## src/rtl/mau_pkg.sv

```systemverilog
// Shared definitions for the MEM-stage load/store unit: funct3 codes,
// FSM state encoding and request legality decode.
package mau_pkg;

  localparam logic [2:0] F3_B  = 3'b000;
  localparam logic [2:0] F3_H  = 3'b001;
  localparam logic [2:0] F3_W  = 3'b010;
  localparam logic [2:0] F3_BU = 3'b100;
  localparam logic [2:0] F3_HU = 3'b101;

  typedef enum logic [2:0] {
    S_IDLE,
    S_RD,
    S_RD_WAIT,
    S_WR,
    S_ERR
  } state_e;

  // Unsupported width code or a lane offset not aligned to the access size.
  function automatic logic req_illegal(input logic we, input logic [2:0] f3,
                                       input logic [1:0] lane);
    logic bad;
    bad = 1'b1;
    case (f3)
      F3_B:    bad = 1'b0;
      F3_H:    bad = lane[0];
      F3_W:    bad = (lane != 2'b00);
      F3_BU:   bad = we;
      F3_HU:   bad = we | lane[0];
      default: bad = 1'b1;
    endcase
    return bad;
  endfunction

endpackage

```

## src/rtl/mau_align.sv

```systemverilog
// Byte/halfword lane handling: extract-and-extend for loads and
// lane merge into the fetched word for sub-word stores.
module mau_align
  import mau_pkg::*;
(
  input  logic [31:0] rdata_i,
  input  logic [1:0]  lane_i,
  input  logic [2:0]  funct3_i,
  input  logic [31:0] wdata_i,
  output logic [31:0] load_ext_c_o,
  output logic [31:0] store_merged_c_o
);

  logic [7:0]  byte_sel;
  logic [15:0] half_sel;

  always_comb begin
    byte_sel = rdata_i[{lane_i, 3'b000} +: 8];
    half_sel = rdata_i[{lane_i[1], 4'b0000} +: 16];
    case (funct3_i)
      F3_B:    load_ext_c_o = {{24{byte_sel[7]}}, byte_sel};
      F3_BU:   load_ext_c_o = {24'h000000, byte_sel};
      F3_H:    load_ext_c_o = {{16{half_sel[15]}}, half_sel};
      F3_HU:   load_ext_c_o = {16'h0000, half_sel};
      default: load_ext_c_o = rdata_i;
    endcase
  end

  // Untouched lanes keep the value just read from memory.
  always_comb begin
    store_merged_c_o = rdata_i;
    case (funct3_i)
      F3_B:    store_merged_c_o[{lane_i, 3'b000} +: 8] = wdata_i[7:0];
      F3_H:    store_merged_c_o[{lane_i[1], 4'b0000} +: 16] = wdata_i[15:0];
      default: store_merged_c_o = wdata_i;
    endcase
  end

endmodule

```

## src/rtl/mem_access_unit.sv

```systemverilog
// MEM-stage load/store initiator driving a word-wide data memory with a
// one-cycle registered read; sub-word stores are done as read-modify-write.
module mem_access_unit
  import mau_pkg::*;
#(
  parameter int unsigned ADDR_W = 6
) (
  input  logic        clk,
  input  logic        rst,
  input  logic        req_valid,
  output logic        req_ready,
  input  logic        req_we,
  input  logic [2:0]  req_funct3,
  input  logic [31:0] req_addr,
  input  logic [31:0] req_wdata,
  input  logic [4:0]  req_rd,
  output logic        resp_valid,
  output logic [31:0] resp_data,
  output logic [4:0]  resp_rd,
  output logic        resp_err,
  output logic [31:0] mar,
  output logic [31:0] mdr,
  output logic        isld,
  output logic        isSt,
  input  logic [31:0] ldresult
);

  state_e state_q, state_d;

  logic        we_q;
  logic [2:0]  f3_q;
  logic [1:0]  lane_q;
  logic [31:0] wdata_q;
  logic [4:0]  rd_q;

  logic        isld_q, isld_d, isst_q, isst_d;
  logic [31:0] mar_q, mar_d, mdr_q, mdr_d;
  logic        resp_valid_q, resp_valid_d, resp_err_q, resp_err_d;
  logic [31:0] resp_data_q, resp_data_d;
  logic [4:0]  resp_rd_q, resp_rd_d;

  logic        accept_c, req_err_c, req_sw_c;
  logic [31:0] word_addr_c, load_ext_c, store_merged_c;
  logic        unused_addr;

  assign req_ready   = (state_q == S_IDLE) && !rst;
  assign accept_c    = req_valid && req_ready;
  assign req_err_c   = req_illegal(req_we, req_funct3, req_addr[1:0]);
  assign req_sw_c    = req_we && (req_funct3 == F3_W);
  assign word_addr_c = 32'(req_addr[ADDR_W-1:2]);
  assign unused_addr = ^req_addr;

  mau_align u_align (
    .rdata_i          (ldresult),
    .lane_i           (lane_q),
    .funct3_i         (f3_q),
    .wdata_i          (wdata_q),
    .load_ext_c_o     (load_ext_c),
    .store_merged_c_o (store_merged_c)
  );

  always_ff @(posedge clk) begin
    if (rst) state_q <= S_IDLE;
    else     state_q <= state_d;
  end

  always_comb begin
    state_d = state_q;
    case (state_q)
      S_IDLE: begin
        if (accept_c) begin
          if (req_err_c)     state_d = S_ERR;
          else if (req_sw_c) state_d = S_WR;
          else               state_d = S_RD;
        end
      end
      S_RD:      state_d = S_RD_WAIT;
      S_RD_WAIT: state_d = we_q ? S_WR : S_IDLE;
      S_WR:      state_d = S_IDLE;
      S_ERR:     state_d = S_IDLE;
      default:   state_d = S_IDLE;
    endcase
  end

  // Next values of the registered memory-port and response outputs.
  always_comb begin
    isld_d       = 1'b0;
    isst_d       = 1'b0;
    mar_d        = mar_q;
    mdr_d        = mdr_q;
    resp_valid_d = 1'b0;
    resp_err_d   = 1'b0;
    resp_data_d  = resp_data_q;
    resp_rd_d    = resp_rd_q;
    case (state_q)
      S_IDLE: begin
        if (accept_c) begin
          if (req_err_c) begin
            resp_valid_d = 1'b1;
            resp_err_d   = 1'b1;
            resp_data_d  = 32'h0;
            resp_rd_d    = req_rd;
          end else if (req_sw_c) begin
            isst_d = 1'b1;
            mar_d  = word_addr_c;
            mdr_d  = req_wdata;
          end else begin
            isld_d = 1'b1;
            mar_d  = word_addr_c;
          end
        end
      end
      S_RD_WAIT: begin
        if (we_q) begin
          isst_d = 1'b1;
          mdr_d  = store_merged_c;
        end else begin
          resp_valid_d = 1'b1;
          resp_data_d  = load_ext_c;
          resp_rd_d    = rd_q;
        end
      end
      S_WR: begin
        resp_valid_d = 1'b1;
        resp_data_d  = 32'h0;
        resp_rd_d    = rd_q;
      end
      default: ;
    endcase
  end

  always_ff @(posedge clk) begin
    if (rst) begin
      isld_q       <= 1'b0;
      isst_q       <= 1'b0;
      mar_q        <= 32'h0;
      mdr_q        <= 32'h0;
      resp_valid_q <= 1'b0;
      resp_err_q   <= 1'b0;
      resp_data_q  <= 32'h0;
      resp_rd_q    <= 5'd0;
      we_q         <= 1'b0;
      f3_q         <= 3'd0;
      lane_q       <= 2'd0;
      wdata_q      <= 32'h0;
      rd_q         <= 5'd0;
    end else begin
      isld_q       <= isld_d;
      isst_q       <= isst_d;
      mar_q        <= mar_d;
      mdr_q        <= mdr_d;
      resp_valid_q <= resp_valid_d;
      resp_err_q   <= resp_err_d;
      resp_data_q  <= resp_data_d;
      resp_rd_q    <= resp_rd_d;
      if (accept_c) begin
        we_q    <= req_we;
        f3_q    <= req_funct3;
        lane_q  <= req_addr[1:0];
        wdata_q <= req_wdata;
        rd_q    <= req_rd;
      end
    end
  end

  assign isld       = isld_q;
  assign isSt       = isst_q;
  assign mar        = mar_q;
  assign mdr        = mdr_q;
  assign resp_valid = resp_valid_q;
  assign resp_err   = resp_err_q;
  assign resp_data  = resp_data_q;
  assign resp_rd    = resp_rd_q;

endmodule

```

## config.mk

```make
export PLATFORM = sky130hd
export DESIGN_NAME = mem_access_unit
export DESIGN_NICKNAME = d
export VERILOG_FILES = /design/src/rtl/mau_pkg.sv /design/src/rtl/mau_align.sv /design/src/rtl/mem_access_unit.sv
export SDC_FILE = /design/constraint.sdc
export NUM_CORES = 1
export LEC_CHECK = 0
export CORE_AREA = 2 2 154 126
export DETAILED_ROUTE_END_ITERATION = 7
export DIE_AREA = 0 0 156 128
export MAX_ROUTING_LAYER = met4
export PLACE_DENSITY = 0.77
export SLEW_MARGIN = 30
export SYNTH_ARGS = -nofsm -noshare
export SYNTH_HDL_FRONTEND = slang
export SYNTH_SLANG_ARGS = --single-unit
```

## constraint.sdc

```tcl
create_clock -name clk -period 2.5 [get_ports clk]
set_input_delay 0.5 -clock clk [delete_from_list [all_inputs] [get_ports clk]]
set_output_delay 0.5 -clock clk [all_outputs]
set_load 0.03 [all_outputs]
```

=== Word level (Yosys, flattened, before mapping) ===
Cells that the tools add are included.

* Bitwise gates (word level): 4
* Equality and inequality tests: 16
* Reduce and logical (&&, ||, !) cells: 15
* Add/sub/neg operators: 2
* Muxes and demuxes: 33
* Shifts and indexed selects: 6

{| class="wikitable"
|+ Operators by type and width
! operator !! count
|-
| 32-bit two-way mux || 7
|-
| 32-bit case mux with 2 select lines || 2
|-
| 32-bit case mux with 4 select lines || 1
|-
| 32-bit case mux with 3 select lines || 1
|-
| 32-bit bitwise mux || 2
|-
| 16-bit by 7-bit variable shift with 32-bit output, first input constant || 1
|-
| 8-bit by 7-bit variable shift with 32-bit output, first input constant || 1
|-
| 16-bit by 7-bit indexed part select with 32-bit output || 1
|-
| 32-bit by 6-bit indexed part select with 16-bit output || 1
|-
| 32-bit by 6-bit indexed part select with 8-bit output || 1
|-
| 8-bit by 7-bit indexed part select with 32-bit output || 1
|-
| 5-bit two-way mux || 3
|-
| 5-bit case mux with 3 select lines || 1
|-
| 5-bit negation with 7-bit output || 2
|-
| 3-bit == test, second input constant || 4
|-
| 2-bit inequality test, second input constant || 6
|-
| 3-bit by 1-bit == test with 1-bit output, second input constant || 3
|-
| 3-bit by 2-bit == test with 1-bit output, second input constant || 3
|-
| 3-bit zero test || 3
|-
| 3-bit case mux with 3 select lines || 1
|-
| 1-bit two-way mux || 8
|-
| 3-bit two-way mux || 2
|-
| 1-bit case mux with 5 select lines || 1
|-
| 5-bit AND reduction || 1
|-
| 13 further kinds || 19
|}

* Register bits after elaboration: 123
* Word-level logic and storage cells: 90
* Output and inout port bits: 106

=== Logic depth before layout (Yosys ltp) ===
Gate-level depths: netlist of the first run.

* Depth after elaboration: 6
* Gate-level depth with buffers: 8

=== Modules after synthesis ===
From an unflattened synthesis of the first run, not the netlist that was laid out.

* Cells, all modules: 793
* Area, all modules: 6510.0 um^2

{| class="wikitable"
|+ By module, submodules not included
! module !! times used !! cells an instance !! area each (um^2)
|-
| mem_access_unit || 1 || 508 || 4820.9
|-
| mau_align || 1 || 285 || 1689.1
|}

=== Worst setup path after synthesis of the first run ===
OpenSTA, ideal clock, no wires.

* Path type: reg-to-reg
* From: register lane_q[1]
* To: register mdr_q[14] (netlist: mdr[14])
* Required time: 2.369 ns
* Library setup time: 0.131 ns
* Stages on the path, launching flop included: 9
* Buffers on the path: 2
* Arrival time: 2.204 ns
* Setup slack: 0.164 ns
* Clock period less this slack: 2.336 ns
* Cells stage by stage: dfxtp_1 -> buf_1 -> inv_1 -> ha_1 -> and4b_1 -> clkbuf_1 -> a221o_1 -> a221oi_1 -> o41ai_1

* Cells in the longest elaborated chain, start to end: 6
* Elaborated cells on any way between the ends: 11
* Those cells by class: 2 x add/sub; 4 x shift; 5 x mux

{| class="wikitable"
|+ Ends and longest elaborated chain
! what !! line !! RTL
|-
| from (decl) || mem_access_unit.sv:32 || <nowiki>logic [1:0] lane_q;</nowiki>
|-
| from (signal assigned) || mem_access_unit.sv:159 || <nowiki>lane_q <= req_addr[1:0];</nowiki>
|-
| 5-bit negation with 7-bit output (on tied branches) || mau_align.sv:34, mau_align.sv:33 ||
|-
| 16-bit by 7-bit indexed part select with 32-bit output (tied with other cells) || mau_align.sv:34 || <nowiki>F3_H: store_merged_c_o[{lane_i[1], 4'b0000} +: 16] = wdata_i[15:0];</nowiki>
|-
| 32-bit bitwise mux (on tied branches) || mau_align.sv:34, mau_align.sv:33 ||
|-
| 32-bit case mux with 2 select lines (*) || mau_align.sv:32 || <nowiki>case (funct3_i)</nowiki>
|-
| 32-bit two-way mux (*) || mem_access_unit.sv:114 || <nowiki>if (we_q) begin</nowiki>
|-
| 32-bit case mux with 2 select lines (*) || mem_access_unit.sv:95 || <nowiki>case (state_q)</nowiki>
|-
| to (signal assigned) || mem_access_unit.sv:151 || <nowiki>mdr_q <= mdr_d;</nowiki>
|-
| to (decl) || mem_access_unit.sv:37 || <nowiki>logic [31:0] mar_q, mar_d, mdr_q, mdr_d;</nowiki>
|}

Mark *: on every way between the ends. The rest lies on a longest branch, timed or not. The select of a mux whose other input is x is not followed.
A chain may end at the register's enable or synchronous reset.

=== Worst setup path in the final report of the first run ===
Same ends and word-level chain as after synthesis.

==> results.json, run 1 <==
{
  "run_status": "finished, final reports clean",
  "clock_skew_ps": 7.31,
  "die-area_sq_um": 20000,
  "grt_pass1_wl_microns": 34900,
  "final_cell_mix": "clkdlybuf4s50_1 (157), dfxtp_1 (123), nand2_1 (112)",
  "fillCellCount": 1707,
  "yosysWarnings": 0,
  "arrival_ps": 2620,
  "hold_path.class": "reg2reg",
  "met1_usage": 0.302,
  "synth_cells": 798,
  "synth_flop_cell": "dfxtp_1",
  "io_buffers": 159,
  "r2r-start": "lane_q[1]$_SDFFE_PP0N_",
  "multi_input_area_sq_um": 4000,
  "area_delta_synth_final_pct": 38.9,
  "root_buffer": "clkbuf_16",
  "synth_edf_count": 0,
  "path_class": "reg2reg",
  "post-place-ws_ps": -121,
  "synth.avg_cell_area_sq_um": 8.62,
  "gp_congestion": 0.943,
  "critPathLaunchType": "flip-flop",
  "antenna_found_initial": 0,
  "drtIter0Drc": 802,
  "leakage_nw": 3.74,
  "mostFrequentLayoutCell": "clkdlybuf4s50_1",
  "maxCapViolCount": 0,
  "htreeDepth": 4,
  "antenna_cells": 0,
  "cpMaxStageDelayCell": "a221oi_1",
  "via_per_inst": 5.70,
  "async_reset_ff_frac": 0,
  "ctsHoldBuffers": 0,
  "crit_path_start": "lane_q[1]$_SDFFE_PP0N_",
  "syn_area_sq_um": 6880,
  "finalSetupViolCount": 0,
  "firstDrtPassIters": 6,
  "crit_buf_inv": 1,
  "cts_tree": "built",
  "synthDistinctLibCells": 63,
  "synth-seq-area-share": 0.358,
  "max_stage_delay_ps": 510,
  "grt_use_total": 0.232,
  "routedWlPerCell_microns": 18.9,
  "cp_top_family": "compound AO/OA/AOI/OAI gates",
  "drt_wl_total_microns": 22800,
  "worst_r2r_endpoint": "mdr[14]$_SDFFE_PP0P_",
  "critPathMaxFanout": 10,
  "cts-resized-gates": 0,
  "drc": 0,
  "max_freq_mhz": 427,
  "rrSetupSlack_ps": 160,
  "power.total_mw": 5.95,
  "reg2reg_depth": 6,
  "drive_gt1_frac": 0.113,
  "core-area_sq_um": 18500,
  "layout_setup_ws_ps": 159,
  "crit_path_end": "mdr[14]$_SDFFE_PP0P_",
  "fp.dieH_microns": 128,
  "clk_pin_slew_ps": 60,
  "dr_total_vias": 6879,
  "setup_tns_ps": 0,
  "max-vdd-ir-drop_mv": 0.437,
  "grt-busiest-layer": "met2",
  "clk_latency_ps": 420,
  "rsz0062_at_grt": "no",
  "end_kind": "flip-flop",
  "period_share": 0.936,
  "crit_chain": "inv_1 -> ha_1 -> and4b_1 -> a221o_1 -> a221oi_1 -> o41ai_1",
  "ios": 214,
  "grt_max_degree": 69,
  "nets": 1071,
  "drtAntennaViolNets": 0,
  "cts_buffer_depth": 2,
  "start_util": 0.371,
  "crit_cells": 6,
  "grt.met3_usage": 0.0625,
  "postCtsSetupBuffers": 0,
  "layout_min_cycle_time_ps": 2340,
  "grtUsageMet2": 0.350,
  "p_per_area_nw_per_um2": 623,
  "ys_ff_latch": 123,
  "tightest_slew_ps": 834,
  "hold_viol_final": 0,
  "numCtsBuffers": 17,
  "hpwlAfterDp_microns": 16600,
  "grt_pass1_vias": 6316,
  "slew_violations": 0,
  "seq_area_sq_um": 2460,
  "grt-ovfl-total": 0,
  "crit_required_ps": 2780,
  "die_w_microns": 156,
  "rows": 45,
  "slew_headroom": 0.444,
  "clock_sinks": 123
}
-- cells in the mapped netlist (4+ instances only) --
cell type / n / area, sq um
buf_2: 8 / 40.0
and2_1: 7 / 43.8
o22ai_1: 8 / 50.1
buf_1: 8 / 30.0
o2111ai_1: 7 / 61.3
mux2_1: 7 / 78.8
nand3_1: 4 / 20.0
a21oi_1: 34 / 170
a221oi_1: 17 / 149
nor2b_1: 8 / 50.1
o21ai_0: 31 / 155
nand3b_1: 36 / 270
dfxtp_1: 123 / 2460
buf_4: 28 / 210
ha_1: 5 / 62.6
a221o_1: 30 / 300
a211oi_1: 12 / 90.1
o41ai_1: 16 / 140
nor3_1: 7 / 35.0
a32o_1: 16 / 160
clkbuf_1: 61 / 229
o32a_1: 7 / 70.1
nand2b_1: 41 / 257
mux2i_1: 51 / 510
nand4b_1: 16 / 140
nor2_1: 26 / 97.6
o31ai_1: 6 / 45.0
nand2_1: 112 / 420
a2111oi_0: 9 / 78.8
inv_1: 8 / 30.0
-- routing by layer --
layer  routed length, microns  up-vias  share of wire
met5                        0        -              0
met2                    10100      368           0.44
met1                    10000     3224           0.44
li1                         -     3237              -
met3                     2220       50          0.097
met4                      513        0          0.022
-- stage by stage --
step | cell area [sq um] | hold slack (ps) | utilization | std cells
6_report | 9560 | 467 | 0.516 | 1206
5_1_grt | 9560 | 485 | 0.516 | 1206
4_1_cts | 9540 | 471 | 0.515 | 1206
3_5_place_dp | 8910 | 457 | 0.481 | 1174
3_3_place_gp | 8910 | 452 | 0.481 | 1174
2_1_floorplan | 6980 | 443 | - | 825
-- flip-flops by register name (all words and copies together) (netlist names), 2 cells and up --
register / cells
f3_q: 3
lane_q: 2
mar: 4
mdr: 32
rd_q: 5
resp_data: 32
resp_rd: 5
state_q: 3
wdata_q: 32
-- worst min-delay path by stage --
stage	from	to	slack (ps)	cells past startpoint
final	mdr[3]$_SDFFE_PP0P_	mdr[3]$_SDFFE_PP0P_	470	1
after global routing	mdr[22]$_SDFFE_PP0P_	mdr[22]$_SDFFE_PP0P_	490	1
after CTS	mdr[22]$_SDFFE_PP0P_	mdr[22]$_SDFFE_PP0P_	470	1
after detailed placement	wdata_q[19]$_SDFFE_PP0N_	wdata_q[19]$_SDFFE_PP0N_	460	2
after global placement	mdr[7]$_SDFFE_PP0P_	mdr[7]$_SDFFE_PP0P_	450	1
after floorplan	wdata_q[17]$_SDFFE_PP0N_	wdata_q[17]$_SDFFE_PP0N_	440	1
-- where the power goes --
part           switching, mW  internal, mW
clock                  0.933          1.75
combinational          0.662         0.482
sequential            0.0783          2.05
total                   1.67          4.28
-- cell families after synthesis --
family                   after synthesis  share of synthesized area
AO/OA/AOI/OAI                        206                      0.229
adder cells (fa/ha/maj)                5                    0.00909
buffers and inverters                115                     0.0806
flip-flops                           123                      0.358
multiplexers                          62                     0.0939
other                                  1                   0.000545
AND/OR/NAND/NOR                      286                      0.229
-- layout make-up --
| type | count | share of cell area |
|---|---|---|
| clock inverter | 10 | 0.0170 |
| tap | 235 | 0.0308 |
| multi-input combinational | 587 | 0.418 |
| inverter | 9 | 0.00354 |
| clock buffer | 22 | 0.0496 |
| timing repair buffer | 220 | 0.223 |
| sequential | 123 | 0.258 |
(Power assumes the default switching activity.)
==> run 2: changes to the inputs <==
--- a/config.mk
+++ b/config.mk
@@ -10,6 +10,7 @@
 export DIE_AREA = 0 0 156 128
 export MAX_ROUTING_LAYER = met4
 export PLACE_DENSITY = 0.77
+export SKIP_CTS_REPAIR_TIMING = 1
 export SLEW_MARGIN = 30
 export SYNTH_ARGS = -nofsm -noshare
 export SYNTH_HDL_FRONTEND = slang
==> results of run 2 <==
The final DEF is identical to that of run 1; final timing and power are the same.
==> run 3: changes to the inputs <==
--- a/config.mk
+++ b/config.mk
@@ -11,7 +11,7 @@
 export MAX_ROUTING_LAYER = met4
 export PLACE_DENSITY = 0.77
 export SKIP_CTS_REPAIR_TIMING = 1
-export SLEW_MARGIN = 30
+export SLEW_MARGIN = 40
 export SYNTH_ARGS = -nofsm -noshare
 export SYNTH_HDL_FRONTEND = slang
 export SYNTH_SLANG_ARGS = --single-unit
==> run 3 against run 2 <==
- design area shrank 0.33%
- die area is the same
- first-iteration DRC count shrank 21%
- flip-flop and latch count is the same
- global-route usage is essentially flat
- power shrank 3.9%
- clock skew grew 0.97 ps
- largest cell class unchanged
- largest power group unchanged
==> results.json, run 3 (same netlist as run 1, synthesis figures left out) <==
{
  "grtUsageMet2": 0.345,
  "setup_tns_ps": 0,
  "drtAntennaViolNets": 0,
  "run_status": "finished, final reports clean",
  "firstDrtPassIters": 6,
  "crit_chain": "inv_1 -> ha_1 -> and4b_1 -> a221o_1 -> a221oi_1 -> buf_4 -> o41ai_1",
  "die-area_sq_um": 20000,
  "mostFrequentLayoutCell": "clkdlybuf4s50_1",
  "grt_max_degree": 69,
  "reg2reg_depth": 7,
  "leakage_nw": 3.72,
  "crit_buf_inv": 2,
  "critPathLaunchType": "flip-flop",
  "worst_r2r_endpoint": "mdr[15]$_SDFFE_PP0P_",
  "final_cell_mix": "clkdlybuf4s50_1 (157), dfxtp_1 (123), nand2_1 (112)",
  "numCtsBuffers": 17,
  "p_clk_frac": 0.428,
  "rows": 45,
  "crit_cells": 7,
  "maxCapViolCount": 0,
  "switching_power_mw": 1.63,
  "fillCellCount": 1701,
  "grt_pass1_vias": 6343,
  "routedWlPerCell_microns": 18.9,
  "clock_sinks": 123,
  "layout_min_cycle_time_ps": 2300,
  "via_per_inst": 5.69,
  "htreeDepth": 4,
  "clock_skew_ps": 8.28,
  "whs_endpoint": "mdr[5]$_SDFFE_PP0P_",
  "crit_required_ps": 2780,
  "hold_path.class": "reg2reg",
  "cts_buffer_depth": 2,
  "max_freq_mhz": 435,
  "holdPathStages": 1,
  "seq_power_share": 0.372,
  "grt-ovfl-total": 0,
  "hold_viol_final": 0,
  "area_delta_synth_final_pct": 38.5,
  "drc": 0,
  "clk_latency_ps": 430,
  "p_per_area_nw_per_um2": 601,
  "antenna_cells": 0,
  "core-area_sq_um": 18500,
  "path_class": "reg2reg",
  "drive_gt1_frac": 0.112,
  "cpMaxStageDelayCell": "a221oi_1",
  "swShare": 0.285,
  "max_stage_delay_ps": 360,
  "whs_ps": 461,
  "grt_use_total": 0.232,
  "gp_congestion": 0.943,
  "slew_violations": 0,
  "met1_usage": 0.308,
  "grt.met3_usage": 0.0605,
  "finalSetupViolCount": 0,
  "antenna_found_initial": 0,
  "drtIter0Drc": 635,
  "root_buffer": "clkbuf_16",
  "nets": 1072,
  "fp.dieH_microns": 128,
  "start_util": 0.371,
  "grt_pass1_wl_microns": 34800,
  "fin_util": 0.514,
  "dr_total_vias": 6857,
  "ios": 214,
  "slew_headroom": 0.511,
  "end_kind": "flip-flop",
  "critPathMaxFanout": 10,
  "comb_power_share": 0.201,
  "hpwlAfterDp_microns": 16700,
  "rsz0062_at_grt": "no",
  "r2r-start": "lane_q[1]$_SDFFE_PP0N_",
  "cts_tree": "built",
  "die_w_microns": 156,
  "hp-start": "mdr[5]$_SDFFE_PP0P_",
  "arrival_ps": 2580,
  "drt_wl_total_microns": 22700,
  "intPower_mw": 4.09,
  "tightest_slew_ps": 714,
  "max-vdd-ir-drop_mv": 0.439,
  "cp_top_family": "compound AO/OA/AOI/OAI gates",
  "io_buffers": 159,
  "rrSetupSlack_ps": 200,
  "period_share": 0.920,
  "clk_pin_slew_ps": 60,
  "grt-busiest-layer": "met2"
}
==> run 3: cell types whose count changed in the layout (fill, tap and decap cells not counted), sizes merged <==
cell	delta
bufinv	-2
inv	-1
buf	+1
clkbuf	+1
==> run 3: worst max-delay path by stage <==
stage	end	slack [ps]	start
global placement	mdr[8]$_SDFFE_PP0P_	-80	req_funct3[1]
global route	mdr[15]$_SDFFE_PP0P_	90	lane_q[1]$_SDFFE_PP0N_
finish	mdr[15]$_SDFFE_PP0P_	200	lane_q[1]$_SDFFE_PP0N_
detailed placement	mdr[11]$_SDFFE_PP0P_	-90	req_funct3[1]
CTS	mdr[15]$_SDFFE_PP0P_	210	lane_q[1]$_SDFFE_PP0N_
floorplan	mdr[14]$_SDFFE_PP0P_	160	lane_q[1]$_SDFFE_PP0N_
==> run 3: power groups by stage <==
stage	clock [mW]	combinational [mW]	sequential, mW
2_1_floorplan	0	0.665	2.18
3_3_place_gp	0	1.10	2.16
3_5_place_dp	0	1.12	2.16
4_1_cts	2.48	1.13	2.12
5_1_grt	2.57	1.23	2.13
6_report	2.45	1.15	2.13
==> run 3: routing by layer <==
| layer | share of wire | wire length [microns] | vias up |
|---|---|---|---|
| li1 | - | - | 3246 |
| met1 | 0.43 | 9880 | 3221 |
| met2 | 0.45 | 10100 | 348 |
| met3 | 0.10 | 2310 | 42 |
| met4 | 0.018 | 416 | 0 |
| met5 | 0 | 0 | - |
==> run 3: per-stage QoR <==
stage,setup slack [ps],instances,total power [mW],area (sq um)
finish,200,1205,5.72,9520
global route,85.9,1205,5.94,9520
CTS,209,1204,5.73,9500
detailed placement,-90.4,1174,3.28,8920
global placement,-77.7,1174,3.26,8910
floorplan,164,825,2.85,6980
==> run 3: cell type report <==
type	count	area (sq um)	area share
Inverter	9	33.8	0.00355
Tap cell	235	294	0.0309
Multi-Input combinational cell	587	4000	0.420
Clock inverter	7	90.1	0.00946
Clock buffer	23	488	0.0512
Sequential cell	123	2460	0.259
Timing Repair Buffer	221	2160	0.226
